==> src/rtl/riscv_pkg.sv <==
// Shared types for the ID/EX operand stage: ALU opcodes, forwarding selects, ID/EX register layout.
// Latency: n/a (types and constants only).
// Backpressure: n/a.
package riscv_pkg;

  // Default datapath and register-index widths. The ID/EX struct below is
  // laid out with these widths, so the top-level parameters should match them.
  localparam int XLEN = 32;
  localparam int REGW = 5;

  // ALU opcodes carried through ID/EX. Codes 1011-1111 are undefined. They
  // still pass through unchanged, because this stage never interprets the opcode.
  typedef enum logic [3:0] {
    ALU_ADD   = 4'b0000,
    ALU_SUB   = 4'b0001,
    ALU_AND   = 4'b0010,
    ALU_OR    = 4'b0011,
    ALU_XOR   = 4'b0100,
    ALU_SLT   = 4'b0101,
    ALU_SLTU  = 4'b0110,
    ALU_SLL   = 4'b0111,
    ALU_SRL   = 4'b1000,
    ALU_PASSB = 4'b1001,
    ALU_SRA   = 4'b1010
  } alu_op_t;

  // Operand source select. 11 never occurs and is treated as FWD_REG.
  typedef enum logic [1:0] {
    FWD_REG = 2'b00,
    FWD_WB  = 2'b01,
    FWD_MEM = 2'b10
  } fwd_sel_t;

  // Every field held in the ID/EX pipeline register.
  typedef struct packed {
    logic [XLEN-1:0] pc;
    logic [XLEN-1:0] imm;
    logic [XLEN-1:0] rd1;
    logic [XLEN-1:0] rd2;
    logic [REGW-1:0] rs1;
    logic [REGW-1:0] rs2;
    logic [REGW-1:0] rd;
    alu_op_t         alu_ctrl;
    logic            alu_src_a;
    logic            alu_src_b;
    logic            reg_write;
    logic            mem_read;
    logic            valid;
  } id_ex_t;

endpackage

==> src/rtl/forward_unit.sv <==
// Forwarding select plus 3:1 operand mux for one EX source register.
// Latency: purely combinational, with no added cycle.
// Backpressure: none. It re-evaluates every cycle, including while ID/EX is stalled.
module forward_unit
  import riscv_pkg::*;
#(
  parameter int DATA_W = 32,
  parameter int REG_W  = 5
) (
  input  logic [REG_W-1:0]  rs,
  input  logic [DATA_W-1:0] reg_dat,
  input  logic [REG_W-1:0]  rd_m,
  input  logic              reg_write_m,
  input  logic [DATA_W-1:0] alu_result_m,
  input  logic [REG_W-1:0]  rd_w,
  input  logic              reg_write_w,
  input  logic [DATA_W-1:0] result_w,
  output fwd_sel_t          sel,
  output logic [DATA_W-1:0] fwd
);

  // Pick the youngest in-flight producer of rs. MEM is newer than WB, so it wins. x0 is never forwarded.
  always_comb begin
    sel = FWD_REG;
    if (reg_write_m && (rd_m != '0) && (rd_m == rs)) begin
      sel = FWD_MEM;
    end else if (reg_write_w && (rd_w != '0) && (rd_w == rs)) begin
      sel = FWD_WB;
    end
  end

  // Operand mux. The unreachable 11 code falls back to register-file data.
  always_comb begin
    case (sel)
      FWD_MEM: fwd = alu_result_m;
      FWD_WB:  fwd = result_w;
      default: fwd = reg_dat;
    endcase
  end

endmodule

==> src/rtl/id_ex_operand_stage.sv <==
// ID/EX pipeline register with EX-stage forwarding, driving the ALU operands and opcode.
// Latency: decode fields appear one cycle after capture; forwarded operands are combinational from E and M/W.
// Backpressure: StallE holds the register, FlushE loads a bubble (flush wins), and LoadUseHazard goes to the hazard unit.
module id_ex_operand_stage
  import riscv_pkg::*;
#(
  parameter int DATA_W = XLEN,
  parameter int REG_W  = REGW
) (
  input  logic              clk,
  input  logic              rst,
  input  logic              StallE,
  input  logic              FlushE,
  input  logic [DATA_W-1:0] RD1D,
  input  logic [DATA_W-1:0] RD2D,
  input  logic [DATA_W-1:0] PCD,
  input  logic [DATA_W-1:0] ImmExtD,
  input  logic [REG_W-1:0]  Rs1D,
  input  logic [REG_W-1:0]  Rs2D,
  input  logic [REG_W-1:0]  RdD,
  input  logic [3:0]        ALUControlD,
  input  logic              ALUSrcAD,
  input  logic              ALUSrcBD,
  input  logic              RegWriteD,
  input  logic              MemReadD,
  input  logic              ValidD,
  input  logic [DATA_W-1:0] ALUResultM,
  input  logic [REG_W-1:0]  RdM,
  input  logic              RegWriteM,
  input  logic [DATA_W-1:0] ResultW,
  input  logic [REG_W-1:0]  RdW,
  input  logic              RegWriteW,
  output logic [DATA_W-1:0] SrcAE,
  output logic [DATA_W-1:0] SrcBE,
  output logic [DATA_W-1:0] WriteDataE,
  output logic [3:0]        ALUControlE,
  output logic [DATA_W-1:0] PCE,
  output logic [REG_W-1:0]  RdE,
  output logic              RegWriteE,
  output logic              MemReadE,
  output logic              ValidE,
  output logic [1:0]        ForwardAE,
  output logic [1:0]        ForwardBE,
  output logic              LoadUseHazard
);

  id_ex_t            d_fields;
  id_ex_t            e_q;
  fwd_sel_t          fwd_a_sel;
  fwd_sel_t          fwd_b_sel;
  logic [DATA_W-1:0] fwd_a;
  logic [DATA_W-1:0] fwd_b;

  // Gather the decode-stage fields into the register layout.
  always_comb begin
    d_fields           = '0;
    d_fields.pc        = PCD;
    d_fields.imm       = ImmExtD;
    d_fields.rd1       = RD1D;
    d_fields.rd2       = RD2D;
    d_fields.rs1       = Rs1D;
    d_fields.rs2       = Rs2D;
    d_fields.rd        = RdD;
    d_fields.alu_ctrl  = alu_op_t'(ALUControlD);
    d_fields.alu_src_a = ALUSrcAD;
    d_fields.alu_src_b = ALUSrcBD;
    d_fields.reg_write = RegWriteD;
    d_fields.mem_read  = MemReadD;
    d_fields.valid     = ValidD;
  end

  // ID/EX register. Priority is reset, then flush (bubble, which beats stall), then stall (hold), then load.
  always_ff @(posedge clk) begin
    if (rst) begin
      e_q <= '0;
    end else if (FlushE) begin
      e_q <= '0;
    end else if (!StallE) begin
      e_q <= d_fields;
    end
  end

  // rs1 path. Forwarding keeps tracking M/W while the register is held.
  forward_unit #(
    .DATA_W (DATA_W),
    .REG_W  (REG_W)
  ) u_fwd_a (
    .rs           (e_q.rs1),
    .reg_dat      (e_q.rd1),
    .rd_m         (RdM),
    .reg_write_m  (RegWriteM),
    .alu_result_m (ALUResultM),
    .rd_w         (RdW),
    .reg_write_w  (RegWriteW),
    .result_w     (ResultW),
    .sel          (fwd_a_sel),
    .fwd          (fwd_a)
  );

  // rs2 path. This also supplies the store data.
  forward_unit #(
    .DATA_W (DATA_W),
    .REG_W  (REG_W)
  ) u_fwd_b (
    .rs           (e_q.rs2),
    .reg_dat      (e_q.rd2),
    .rd_m         (RdM),
    .reg_write_m  (RegWriteM),
    .alu_result_m (ALUResultM),
    .rd_w         (RdW),
    .reg_write_w  (RegWriteW),
    .result_w     (ResultW),
    .sel          (fwd_b_sel),
    .fwd          (fwd_b)
  );

  // ALU operand selection. Store data always takes the forwarded rs2, never the immediate.
  always_comb begin
    SrcAE      = e_q.alu_src_a ? e_q.pc  : fwd_a;
    SrcBE      = e_q.alu_src_b ? e_q.imm : fwd_b;
    WriteDataE = fwd_b;
  end

  // A load in EX whose destination feeds the instruction in decode cannot be forwarded in time.
  always_comb begin
    LoadUseHazard = e_q.valid && e_q.mem_read && (e_q.rd != '0) &&
                    ((e_q.rd == Rs1D) || (e_q.rd == Rs2D));
  end

  // Registered control and PC outputs, plus the forwarding selects for the hazard and debug logic.
  always_comb begin
    ALUControlE = e_q.alu_ctrl;
    PCE         = e_q.pc;
    RdE         = e_q.rd;
    RegWriteE   = e_q.reg_write;
    MemReadE    = e_q.mem_read;
    ValidE      = e_q.valid;
    ForwardAE   = fwd_a_sel;
    ForwardBE   = fwd_b_sel;
  end

endmodule

==> config.mk <==
export PLATFORM = sky130hd
export DESIGN_NAME = id_ex_operand_stage
export DESIGN_NICKNAME = d
export VERILOG_FILES = /design/src/rtl/riscv_pkg.sv /design/src/rtl/forward_unit.sv /design/src/rtl/id_ex_operand_stage.sv
export SDC_FILE = /design/constraint.sdc
export NUM_CORES = 1
export LEC_CHECK = 0
export CAP_MARGIN = 20
export CORE_AREA = 2 2 146 148
export CTS_BUF_LIST = sky130_fd_sc_hd__clkbuf_4
export DETAILED_ROUTE_END_ITERATION = 12
export DIE_AREA = 0 0 148 150
export GPL_TIMING_DRIVEN = 1
export PLACE_DENSITY = 0.91
export SYNTH_ARGS = -nofsm -noshare
export SYNTH_HDL_FRONTEND = slang
export SYNTH_SLANG_ARGS = --single-unit
==> constraint.sdc <==
create_clock -name clk -period 3.78 [get_ports clk]
set_clock_uncertainty 0.1 [all_clocks]
set_input_delay 0.567 -clock clk [delete_from_list [all_inputs] [get_ports clk]]
set_output_delay 0.567 -clock clk [all_outputs]
set_load 0.005 [all_outputs]
After elaboration in Yosys (flattened, before gate mapping)
Cells that the tools add are included.

Eq/ne operators: 10. Multiplexer cells: 8. Reductions and logical operators: 14.

Operators with widths (number): one-hot mux 32 bit (2 select lines) (2); two-way mux 32 bit (2); equality test 5 bit (6); nonzero test 5 bit (3); logical AND 1 bit (9); equality test 2 x 1 -> 1 bit (second input constant) (2); equality test 2 bit (second input constant) (2); two-way mux 2 bit (2); two-way mux 1 bit (2); OR reduction 2 bit (1); logical OR 1 bit (1).

Flip-flop bits (word level): 152. Input bits: 232. Output and inout bits: 145. Logic and storage cells: 45.

Logic depth before layout (Yosys ltp)
Depth after elaboration: 8. Mapped depth: 8. Depth with buffers taken out: 6.

Hierarchy
A second synthesis with hierarchy kept.

Cells, all modules: 995. Area total of the unflattened synthesis: 8956.1 sq um.

By module, submodules not included: id_ex_operand_stage (instances 1, cells each 621, area an instance 6586.3 sq um, seq. area each 3042.9 sq um); forward_unit (instances 2, cells each 187, area an instance 1184.9 sq um, seq. area each 0.0 sq um).

Least setup slack after synthesis
Ideal clock, no wire load.

Kind: input to output. Start: input RdW[0]. End: output SrcBE[0]. Data arrival time: 2148 ps. Required time: 3113 ps. Slack: 965 ps. Stages: 7. Path buffers: 2. Path through: or4_1 -> o21a_1 -> and4_1 -> buf_6 -> buf_6 -> mux2i_1 -> a221oi_1.

Longest elaborated chain between the ends: 8. Elaborated cells between the ends (all ways): 10. Those cells by class: 3 x eq/ne; 4 x mux; 3 x reduce/logical.

Ends and longest elaborated chain: from (decl) (RTL line id_ex_operand_stage.sv:31) `input logic [REG_W-1:0] RdW,`; nonzero test 5 bit (RTL line forward_unit.sv:27) `end else if (reg_write_w && (rd_w != '0) && (rd_w == rs)) begin`; logical AND 1 bit (RTL line forward_unit.sv:27); logical AND 1 bit * (RTL line forward_unit.sv:27); two-way mux 1 bit * (RTL line forward_unit.sv:27); two-way mux 2 bit * (RTL line forward_unit.sv:25) `if (reg_write_m && (rd_m != '0) && (rd_m == rs)) begin`; equality test 2 x 1 -> 1 bit or equality test 2 bit (tied branches) (RTL line forward_unit.sv:34) `case (sel)`; one-hot mux 32 bit (2 select lines) * (RTL line forward_unit.sv:34); two-way mux 32 bit * (RTL line id_ex_operand_stage.sv:120) `SrcBE = e_q.alu_src_b ? e_q.imm : fwd_b;`; to (decl) (RTL line id_ex_operand_stage.sv:34) `output logic [DATA_W-1:0] SrcBE,`.

Every way passes the cells marked *; elsewhere a longest branch is shown, timed or not.

Worst setup path in the final report
Start: input RdM[3]. End: output SrcBE[10].

Longest elaborated chain between the ends: 7. Elaborated cells between the ends (all ways): 9. Those cells by class: 3 x eq/ne; 3 x mux; 3 x reduce/logical.

Ends and longest elaborated chain: from (decl) (RTL line id_ex_operand_stage.sv:28) `input logic [REG_W-1:0] RdM,`; nonzero test 5 bit (RTL line forward_unit.sv:25); logical AND 1 bit (RTL line forward_unit.sv:25); logical AND 1 bit * (RTL line forward_unit.sv:25); two-way mux 2 bit * (RTL line forward_unit.sv:25); equality test 2 x 1 -> 1 bit or equality test 2 bit (tied branches) (RTL line forward_unit.sv:34); one-hot mux 32 bit (2 select lines) * (RTL line forward_unit.sv:34); two-way mux 32 bit * (RTL line id_ex_operand_stage.sv:120).

Marks and branches as above.

==> results.json <==
{
  "status": "complete, no violations",
  "drtPass1Iterations": 5,
  "die_area_um2": 22200,
  "leakagePower_nw": 5.59,
  "root_buffer": "clkbuf_4",
  "synth_flop_cell": "dfxtp_1",
  "clk_latency_ns": 0.56,
  "vdd_drop_max_mv": 0.197,
  "drive_gt1_share_pct": 8.26,
  "antenna_found_initial": 3,
  "min_path_cells": 2,
  "whs_ns": 0.414,
  "arrival_ns": 3.08,
  "critPathMaxFanout": 8,
  "synth_top_area_share_pct": 35.9,
  "critical_path.cell_chain": "clkdlybuf4s50_1, buf_4, xor2_1, nor3_2, nand3_4, inv_4, nor2_4, bufbuf_16, buf_4, a221oi_1, dlygate4sd2_1",
  "wirelength_um": 32400,
  "start_kind": "primary input",
  "area_delta_synth_final_pct": 52.3,
  "fmax_mhz": 267,
  "reg2reg_depth": 3,
  "path_class": "primary input to output port",
  "grt.total_usage_pct": 28.3,
  "dieHeight_um": 150,
  "grt_pass1_wl_um": 49200,
  "gp_congestion": 0.901,
  "synth_cells": 1024,
  "cts_buffers": 17,
  "syn_nets": 1256,
  "die-width_um": 148,
  "clk_pin_slew_ns": 0.14,
  "syn_area_per_cell_um2": 8.27,
  "post-route-min-period_ns": 3.75,
  "cts_tree": "yes",
  "slowest_delay_ns": 0.46,
  "placed_cell_area_um2": 12400,
  "relSlewSlack_pct": 52.0,
  "ys_seq_area_share_pct": 35.9,
  "post_drt_via_cell_ratio": 5.53,
  "synth_common_cells": "nor2_1 (218), mux2i_1 (184), dfxtp_1 (152), inv_1 (65), clkbuf_1 (52)",
  "syn_area_um2": 8470,
  "ff2ff_setup_slack_ns": 2.02,
  "wl_per_cell_um": 19.8,
  "cap_violations": 0,
  "initial_core_util_pct": 40.9,
  "io_buffer_count": 376,
  "yosys.cell_count.top_type": "nor2_1",
  "final_area_um2": 12900,
  "ys_types": 34,
  "worstMarginPinSlew_ns": 0.720,
  "clockBufferDepth": 2,
  "nFillCells": 1726,
  "drc": 0,
  "num_io_pins": 377,
  "setup_viol": 0,
  "rows": 53,
  "holdPathEnd": "e_q[103]",
  "utilization_pct": 62.4,
  "power_density_nw_per_um2": 279,
  "dp_hpwl_um": 23800,
  "finalCritPeriodShare_pct": 99.2,
  "synth_area_leaders": "dfxtp_1 (36%), mux2i_1 (22%), nor2_1 (9.7%)",
  "dp_cells": 1591,
  "vias": 9032,
  "critPathBufInv": 6,
  "htree_levels": 4,
  "synth_edf_count": 0,
  "grt_setup_unrepaired": "true",
  "critPathTopFamily": "buffers and inverters",
  "hold_start": "e_q[103]",
  "r2r-start": "e_q[3]",
  "drtAntennaViolNets": 0,
  "hold_viol_final": 0,
  "ys_seq_elements": 152,
  "synthArstFlopShare_pct": 0,
  "drt_iter0_drc": 425,
  "maxSlewViolCount": 0,
  "critical_path.slowest_cell": "clkdlybuf4s50_1",
  "nNetsFinal": 1575,
  "first_global_vias": 9059,
  "core_um2": 20700,
  "cpMostUsedCell": "buf_4",
  "cts_sinks": 152,
  "grt-ovfl-total": 0,
  "grt_max_degree": 75,
  "ys_warn_count": 0,
  "final_cells": 1634,
  "end_kind": "output port",
  "cp.required_ns": 3.11,
  "r2r-end": "e_q[3]",
  "holdCritPathClass": "register to register",
  "synth_top_area_cell": "dfxtp_1"
}
## worst reg2reg max path: cells and delay by family, from the launching register on
family	cells	cell delay, ns
buffers and inverters	1	0.63
flip-flops	1	0.67
multiplexers	1	0.17
AND/OR/NAND/NOR	1	0.13
## cells in the final DEF (no fill, tap or decap), drive strengths merged, types with 33 or more instances in the layout
| master | Yosys | final |
|---|---|---|
| buf | 74 | 48 |
| nor3 | 37 | 37 |
| clkdlybuf4s50 | 0 | 313 |
| mux2i | 184 | 184 |
| nor2 | 219 | 219 |
| inv | 66 | 71 |
| nand2 | 33 | 33 |
| a21oi | 33 | 33 |
| dfxtp | 152 | 152 |
| dlygate4sd2 | 0 | 37 |
## layout make-up
type | count | area, um^2 | area share (%)
Antenna cell | 3 | 7.51 | 0.0582
Timing Repair Buffer | 426 | 4370 | 33.9
Multi-Input combinational cell | 680 | 4610 | 35.7
Sequential cell | 152 | 3050 | 23.6
Clock buffer | 17 | 128 | 0.989
Inverter | 66 | 253 | 1.96
Clock inverter | 15 | 144 | 1.12
Tap cell | 275 | 344 | 2.67
## how the worst max path moves through the flow
stage	start	end	slack, ns	depth (start not counted)
final	RdM[3]	SrcBE[10]	0.03	11
after global routing	RdW[0]	SrcAE[12]	-0.007	8
after CTS	RdM[4]	WriteDataE[30]	-0.004	9
after detailed placement	RdW[0]	SrcBE[25]	-0.22	8
after global placement	RdW[0]	SrcBE[18]	-0.07	8
after floorplan	RdW[0]	SrcBE[0]	0.96	7
## per-layer routing
| metal | routed length (um) | global-route usage (%) | vias up | part of all wire [%] |
|---|---|---|---|---|
| met5 | 0 | 0 | - | 0 |
| met3 | 3140 | 7.96 | 105 | 9.7 |
| li1 | - | - | 4138 | - |
| met1 | 12500 | 33.1 | 4270 | 38 |
| met2 | 15400 | 47.7 | 519 | 48 |
| met4 | 1380 | 13.8 | 0 | 4.3 |
## report_power, final
group	total (mW)	leakage (nW)	internal (mW)	switching [mW]
clock	1.04	0.148	0.342	0.694
sequential	1.70	1.24	1.66	0.0413
combinational	0.861	4.21	0.505	0.356
## state kept, by name, summed over array words and instances (netlist names)
register and count:
ValidE 1, ALUControlE 4, MemReadE 1, e_q 108, RdE 5, RegWriteE 1, PCE 32
## logic make-up (layout without fill, tap and decap cells)
family,Yosys count,after routing,synth area share (%)
other,0,3,0
and+or+nand+nor,302,302,14.4
muxes,184,184,21.7
buffers and inverters,192,524,11.2
AOI/OAI and AO/OA,164,164,13.6
xor gates and xnor gates,30,30,3.10
DFF,152,152,35.9
## through the flow
step	setup slack, ns	power, mW	TNS (ns)
final	0.0299	3.59	0
after CTS	-0.00441	3.61	-0.00441
after global placement	-0.0734	2.57	-1.11
after global routing	-0.00719	3.75	-0.0241
after floorplan	0.965	2.07	0
after detailed placement	-0.223	2.59	-3.25
## repair_timing
item	CTS	global route
resized for setup	52	37
buffers inserted	5	1
endpoints found under the setup margin	47	49
hold endpoints to repair	0	0
gates cloned	2	0
pin swaps	2	6
hold buffers	0	0
Note: power is estimated with default switching activity, not from simulation.
